[config.mk]
export PLATFORM = sky130hd
export DESIGN_NAME = shift_reg_ctrl
export DESIGN_NICKNAME = d
export VERILOG_FILES = /design/src/rtl/shift_reg_pkg.sv /design/src/rtl/universal_shift_reg16.sv /design/src/rtl/shift_reg_ctrl.sv
export SDC_FILE = /design/constraint.sdc
export NUM_CORES = 1
export LEC_CHECK = 0
export BUFFER_PORTS_ARGS = -buffer_cell sky130_fd_sc_hd__buf_2
export CORE_ASPECT_RATIO = 0.75
export CORE_UTILIZATION = 50
export CTS_CLUSTER_SIZE = 10
export DETAILED_ROUTE_END_ITERATION = 16
export PLACE_DENSITY = 0.74
export SLEW_MARGIN = 20
export SYNTH_ARGS = -nofsm -noshare
export SYNTH_HDL_FRONTEND = slang
export SYNTH_SLANG_ARGS = --single-unit
[constraint.sdc]
create_clock -name clk -period 2.3 [get_ports clk]
set_input_delay 0.115 -clock clk [delete_from_list [all_inputs] [get_ports clk]]
set_output_delay 0.115 -clock clk [all_outputs]
set_load 0.02 [all_outputs]
[src/rtl/shift_reg_pkg.sv]
// shift_reg_pkg: shared opcodes, register modes, FSM states and size defaults
package shift_reg_pkg;

    localparam int WIDTH_DEF = 16;
    localparam int CNT_W_DEF = 5;

    typedef enum logic [1:0] {
        OP_LOAD = 2'b00,
        OP_SHR  = 2'b01,
        OP_SHL  = 2'b10,
        OP_ROR  = 2'b11
    } op_e;

    typedef enum logic [1:0] {
        MODE_HOLD = 2'b00,
        MODE_SHR  = 2'b01,
        MODE_SHL  = 2'b10,
        MODE_LOAD = 2'b11
    } mode_e;

    typedef enum logic [1:0] {
        S_IDLE  = 2'b00,
        S_LOAD  = 2'b01,
        S_SHIFT = 2'b10,
        S_DONE  = 2'b11
    } state_e;

    // ROR is a right shift whose fill comes from the register itself
    function automatic mode_e shift_mode(op_e op);
        return (op == OP_SHL) ? MODE_SHL : MODE_SHR;
    endfunction

endpackage

[src/rtl/universal_shift_reg16.sv]
// universal_shift_reg16: hold / shift right / shift left / parallel load register
module universal_shift_reg16
    import shift_reg_pkg::*;
#(
    parameter int W = WIDTH_DEF
) (
    input  logic         clk,
    input  logic         rst,
    input  mode_e        mode,
    input  logic [W-1:0] d,
    input  logic         sin_left,
    input  logic         sin_right,
    output logic [W-1:0] q
);

    logic [W-1:0] q_q;
    logic [W-1:0] q_d;

    // sin_right enters the MSB on a right shift, sin_left enters the LSB on a left shift
    always_comb begin
        q_d = (mode == MODE_LOAD) ? d :
              (mode == MODE_SHR)  ? {sin_right, q_q[W-1:1]} :
              (mode == MODE_SHL)  ? {q_q[W-2:0], sin_left} : q_q;
    end

    // register update
    always_ff @(posedge clk) begin
        if (rst) q_q <= '0;
        else     q_q <= q_d;
    end

    assign q = q_q;

endmodule

[src/rtl/shift_reg_ctrl.sv]
// shift_reg_ctrl: command FSM that sequences loads and multi-step shifts of a universal shift register
module shift_reg_ctrl
    import shift_reg_pkg::*;
#(
    parameter int WIDTH = WIDTH_DEF,
    parameter int CNT_W = CNT_W_DEF
) (
    input  logic             clk,
    input  logic             rst,
    input  logic             cmd_valid,
    output logic             cmd_ready,
    input  logic [1:0]       cmd_op,
    input  logic [CNT_W-1:0] cmd_count,
    input  logic [WIDTH-1:0] cmd_data,
    input  logic             cmd_fill,
    output logic [WIDTH-1:0] q,
    output logic             busy,
    output logic             done
);

    state_e           state_q, state_d;
    logic [CNT_W-1:0] cnt_q, cnt_d;
    op_e              op_q, op_d;
    logic [WIDTH-1:0] data_q, data_d;
    logic             fill_q, fill_d;
    mode_e            mode;
    logic             sin_right;

    // next-state, command latch and step counter logic
    always_comb begin
        state_d = state_q;
        cnt_d   = cnt_q;
        op_d    = op_q;
        data_d  = data_q;
        fill_d  = fill_q;
        case (state_q)
            S_IDLE: if (cmd_valid) begin
                op_d    = op_e'(cmd_op);
                cnt_d   = cmd_count;
                data_d  = cmd_data;
                fill_d  = cmd_fill;
                state_d = (op_e'(cmd_op) == OP_LOAD) ? S_LOAD :
                          (cmd_count == '0)          ? S_DONE : S_SHIFT;
            end
            S_LOAD:  state_d = S_DONE;
            S_SHIFT: begin
                cnt_d   = cnt_q - CNT_W'(1);
                state_d = (cnt_q == CNT_W'(1)) ? S_DONE : S_SHIFT;
            end
            default: state_d = S_IDLE;
        endcase
    end

    // controller state registers
    always_ff @(posedge clk) begin
        if (rst) begin
            state_q <= S_IDLE;
            cnt_q   <= '0;
            op_q    <= OP_LOAD;
            data_q  <= '0;
            fill_q  <= 1'b0;
        end else begin
            state_q <= state_d;
            cnt_q   <= cnt_d;
            op_q    <= op_d;
            data_q  <= data_d;
            fill_q  <= fill_d;
        end
    end

    // register mode and serial input derived from the current state and latched command
    always_comb begin
        mode      = (state_q == S_LOAD)  ? MODE_LOAD :
                    (state_q == S_SHIFT) ? shift_mode(op_q) : MODE_HOLD;
        sin_right = (op_q == OP_ROR) ? q[0] : fill_q;
    end

    assign cmd_ready = (state_q == S_IDLE);
    assign busy      = (state_q == S_LOAD) || (state_q == S_SHIFT);
    assign done      = (state_q == S_DONE);

    universal_shift_reg16 #(.W(WIDTH)) u_sreg (
        .clk       (clk),
        .rst       (rst),
        .mode      (mode),
        .d         (data_q),
        .sin_left  (fill_q),
        .sin_right (sin_right),
        .q         (q)
    );

endmodule
# Yosys cells after proc, flatten, opt, wreduce, memory -nomap -nowiden
# Cells that the tools add are included.
# W data, S select, Z words.
[op_classes]
addsub = 1
multipliers = 0
n_div = 0
magnitude_cmp = 0
eq_ne = 10
n_shift = 0
muxes = 14
n_bitwise = 0
n_reduce_logical = 8
[op_table]
columns = ["cell", "count"]
rows = [
  ["$mux W16", 3],
  ["$eq A2 B2 Y1 const B", 6],
  ["$mux W2", 5],
  ["$pmux W5 S2", 1],
  ["$pmux W2 S3", 1],
  ["$eq A5 B1 Y1 const B", 1],
  ["$logic_not A5 Y1", 1],
  ["$mux W5", 1],
  ["$sub A5 B1 Y5 const B", 1],
  ["$eq A2 B1 Y1 const B", 2],
  ["$logic_not A2 Y1", 2],
  ["$reduce_and A2 Y1", 2],
  ["$mux W1", 3],
  ["$reduce_bool A3 Y1", 1],
  ["$ne A2 B2 Y1 const B", 1],
  ["$reduce_bool A2 Y1", 1],
  ["$logic_or A1 B1 Y1", 1],
]
[totals]
reg_bits = 42
latchBits = 0
mem_bits_rw = 0
rom_bits = 0
out_inout_bits = 19
elab_cells = 39
n_memories = 0

# Longest topological paths before layout
[logic_depth]
ltp_word = 8
depth_mapped = 8

# By module
# From an unflattened synthesis, not the netlist that was laid out.
[hier_totals]
cells_unflattened = 228
area_unflattened_um2 = 2087.0
[modules_own_cells]
columns = ["mod", "n_inst", "cells_each", "area_per_inst_um2", "seq_area_each_um2"]
rows = [
  ["shift_reg_ctrl", 1, 154, 1256.2, 520.5],
  ["universal_shift_reg16", 1, 74, 830.8, 320.3],
]

# Worst setup path before layout
# Ideal clock, no wire load.
[synth_path]
kind = "register to register"
start = "register state_q[0]"
end = "register cnt_q[1]"
setup_ns = 0.086
arrival_ns = 1.672
t_required_ns = 2.214
setup_slack_ns = 0.542
path_stages_with_launch = 7
period_less_slack_ns = 1.758
path_cell_list = "dfxtp_1 -> inv_1 -> ha_1 -> clkbuf_1 -> mux2i_2 -> nor3_1 -> a211oi_1"
[synth_between]
elab_chain_len = 3
elab_cells_between_ends = 6
cone_classes = "2 x eq/ne; 1 x mux; 3 x reduce/logical"
[synth_rtl]
columns = ["item", "line_no", "text"]
rows = [
  ["start, declared", "shift_reg_ctrl.sv:21", "state_e state_q, state_d;"],
  ["start signal, assigned", "shift_reg_ctrl.sv:63", "state_q <= state_d;"],
  ["$logic_not A2 Y1 *", "n/a", ""],
  ["via cmd_ready", "shift_reg_ctrl.sv:11", "output logic cmd_ready,"],
  ["$ne A2 B2 Y1 (no source line) or $reduce_bool A2 Y1 (tied branches)", "n/a", ""],
  ["$reduce_and A2 Y1 (no source line)", "n/a", ""],
  ["end signal, assigned", "shift_reg_ctrl.sv:64", "cnt_q <= cnt_d;"],
  ["end, declared", "shift_reg_ctrl.sv:22", "logic [CNT_W-1:0] cnt_q, cnt_d;"],
]
# The timed path passes the listed nets; every way through them passes the cells marked *.
# A chain may end at the register's enable or synchronous reset.

# Worst setup path after layout
[layout_path]
start = "register state_q[1]"
end = "register u_sreg.q_q[15] (netlist: u_sreg.q[15])"
[layout_between]
elab_chain_len = 6
elab_cells_between_ends = 10
cone_classes = "5 x eq/ne; 4 x mux; 1 x reduce/logical"
[layout_rtl]
columns = ["item", "line_no", "text"]
rows = [
  ["$eq A2 B2 Y1", "shift_reg_ctrl.sv:74", "(state_q == S_SHIFT) ? shift_mode(op_q) : MODE_HOLD;"],
  ["$mux W2", "shift_reg_ctrl.sv:74", ""],
  ["$mux W2 *", "shift_reg_ctrl.sv:73", "mode = (state_q == S_LOAD) ? MODE_LOAD :"],
  ["$eq A2 B1 Y1", "universal_shift_reg16.sv:22", "(mode == MODE_SHR) ? {sin_right, q_q[W-1:1]} :"],
  ["$mux W16", "universal_shift_reg16.sv:22", ""],
  ["$mux W16", "universal_shift_reg16.sv:21", "q_d = (mode == MODE_LOAD) ? d :"],
  ["end signal, assigned", "universal_shift_reg16.sv:29", "else q_q <= q_d;"],
  ["end, declared", "universal_shift_reg16.sv:16", "logic [W-1:0] q_q;"],
]
# Every way passes the cells marked *; elsewhere a longest branch is shown, timed or not.

==> summary.txt <==
Critical path
  • Startpoint types: flip-flop
  • Critical Path AT: 2.34 ns
  • CP endpoint kind: flip-flop
  • CP Buf/Inv Count: 3
  • Worst path depth: 6
  • Kind of critical path: reg -> reg
  • CP max stage cell: buf_4
  • Worst Path Required: between 2 and 3 ns
  • Maximum fanout along the worst path: 47
  • Delay-heaviest family, CP: buffers and inverters
  • CP dominant cell by count: inv_1
  • Worst-path cell chain: inv_1 -> ha_1 -> buf_4 -> inv_1 -> a31o_1 -> a221oi_1
  • R2R cell count: 6
  • CP max stage delay: 0.45 ns

Worst hold path
  • Hold crit path type: in -> reg
  • Hold path cells: 3

STA
  • Slew Limit Headroom: 0.5097
  • Fin Hold WS: between 0.03 and 0.04 ns
  • Minimum clock period: roughly 2.1 ns
  • Fin crit share: 0.9279
  • Fin. max-slew vios: 0
  • Highest Clock Rate: 468.6 MHz
  • Setup_tns: 0 ns
  • Final hold viol count: 0
  • Setup WS post-layout: 0.1659 ns
  • Worst Skew: between 0.006 and 0.007 ns
  • Worst slew pin tran: approximately 0.74 ns
  • RSZ-0062 raised after global routing: false
  • Final setup viols: 0

Floorplan
  • Starting Density: 0.5202
  • DIE AREA: 0.005390 sq mm
  • Die W: around 84 um
  • Height of the die: 63.83 um
  • Cell Rows: 22
  • Core Region: between 0.004 and 0.005 sq mm
  • Top Ports: 46

Logic synthesis
  • Synth unique cells: 40
  • Post-synth EDFFs: 0
  • Synth Cell Area: 0.002549 sq mm
  • Post-synthesis cell count: between 300 and 400
  • Synthesized net count: ~340
  • Async S/R FF share, synth: 0
  • Warnings from Yosys: 0
  • Sequential area share after synthesis: 0.3299
  • Area leader, netlist: dfxtp_1
  • Synth area leaders: dfxtp_1 (33%), o2111ai_1 (7.2%), nand2_1 (6.0%)
  • Mapped Avg Cell Area: around 8.3 sq um
  • Top FF cell, synth: dfxtp_1
  • Synthesized flop and latch total: 42
  • Fraction of synthesized cell area taken by the top area cell type: 0.3299

Routing
  • Post-DRT Antenna Nets: 0
  • Via count: between 2000 and 2500
  • Routed wire per std cell: between 15 and 20 um
  • Routed WL: 6610 um
  • Via density: between 6 and 7
  • Initial DRT Pass Iterations: 11
  • Detailed-route DRC error count: 4
  • DRT iter0 DRCs: 248

Clock network
  • Clk_lat worst skew: 0.31 ns
  • Post-CTS setup buffers: 0
  • Clock Root Buffer: clkbuf_8
  • Hold-fix buffers, CTS: 0
  • CTS buffer count: 5
  • Maximum root-to-sink buffer count: 2
  • Clk slew on worst S/H paths: around 0.080 ns
  • CTS resizes: 0
  • TritonCTS clock tree: yes
  • CTS Sinks: 42
  • H-tree depth: 2

Place
  • HPWL after DPL: between 4000 and 5000 um
  • GPL Wtd Cong: just over 0.8
  • Place WS: between 0.2 and 0.3 ns
  • Buffers on Ports: between 40 and 50

Run status
  • Status: complete, but fails checks
  • Failing checks: design-rule violations

GRT
  • Vias in the first global route: 2107
  • Largest net degree at the start of global routing: between 40 and 50
  • GRT Residual Overflow: 0
  • First-pass GRT wire length: 11180 um
  • GRT Total Usage: 0.2603
  • Initial antenna violation count: 0

Cells and area
  • Area Overhead vs Synth: 13.75%
  • Most common cell after layout, fill and taps aside: buf_2
  • Register area: about 840 sq um
  • Share of cells above drive strength 1: 0.2196
  • Diode count: 0
  • Footprint of the multi-input gates: approximately 0.0015 sq mm
  • Layout net count: 370
  • Fill cell count: about 480
  • Most frequent cells in the layout: buf_2 (45), dfxtp_1 (42), nand2_1 (41)

Job
  • Max_cap viols: 0

Power and ir drop
  • Peak supply drop: between 400 and 500 uV
  • Cell Pwr Density: slightly below 1000 mW/mm^2
  • P_leak: between 1 and 1.5 nW
## registers in the layout, summed over array words and instances (netlist names)
signal,flops
cnt_q,5
data_q,16
state_q,2
op_q,2
fill_q,1
u_sreg.q,16
## routing by layer
layer	global-route usage	vias to the layer above	wire length (um)
met3	0.05168	10	470
li1	-	1213	-
met5	0	-	0
met4	0.06356	0	69
met1	0.4156	1143	3383
met2	0.3494	105	2686
## Yosys cell counts (7+ instances only)
library cell / count
buf_2: 13
o31ai_1: 15
o2111ai_1: 21
inv_1: 7
nand2b_1: 19
a211oi_1: 16
dfxtp_1: 42
clkbuf_1: 16
nor4_1: 16
nand2_1: 41
ha_1: 7
nor2b_1: 21
a21oi_1: 24
o2111ai_2: 9
## kinds of logic after synthesis
kind of cell	Yosys count	share of synthesized area
buf+inv	41	0.06971
compound gates	99	0.3049
mux	5	0.02111
simple gates	114	0.2401
fa+ha+maj	7	0.03436
flops	42	0.3299
## worst paths after layout
check,start,end,slack (ns)
max,state_q[1]$_SDFFE_PP0P_,u_sreg.q[15]$_SDFFE_PP0P_,0.17
min,cmd_data[15],data_q[15]$_SDFFE_PP0P_,0.04
max reg2reg,state_q[1]$_SDFFE_PP0P_,u_sreg.q[15]$_SDFFE_PP0P_,0.17
min reg2reg,data_q[12]$_SDFFE_PP0P_,data_q[12]$_SDFFE_PP0P_,0.46
## layout make-up
cell class / instances / area share
inverters: 9 / 0.01165
multi-input cells: 225 / 0.5304
flip-flops and latches: 42 / 0.2900
repair buffers: 53 / 0.1027
well taps: 60 / 0.02590
clock inverters: 3 / 0.01554
clock buffers: 5 / 0.02374
## power breakdown
group,internal [mW],switching [mW]
clock network,0.323,0.280
logic,0.492,0.747
registers,0.867,0.137
total,1.68,1.16
## stage by stage
step                power, mW  instance area [sq um]  cells    util
finish                  2.847                   2899    397  0.5917
global route            3.026                   2899    397  0.5917
CTS                     2.834                   2899    397  0.5917
detailed placement      2.232                   2785    389  0.5684
global placement        2.213                   2785    389  0.5684
floorplan               1.944                   2549    308       -
## tightest hold or removal path, stage by stage
cell and delay [ns]:
buf_2 0.09, nand2_1 0.04, a21oi_1 0.05
(Power assumes the default switching activity.)
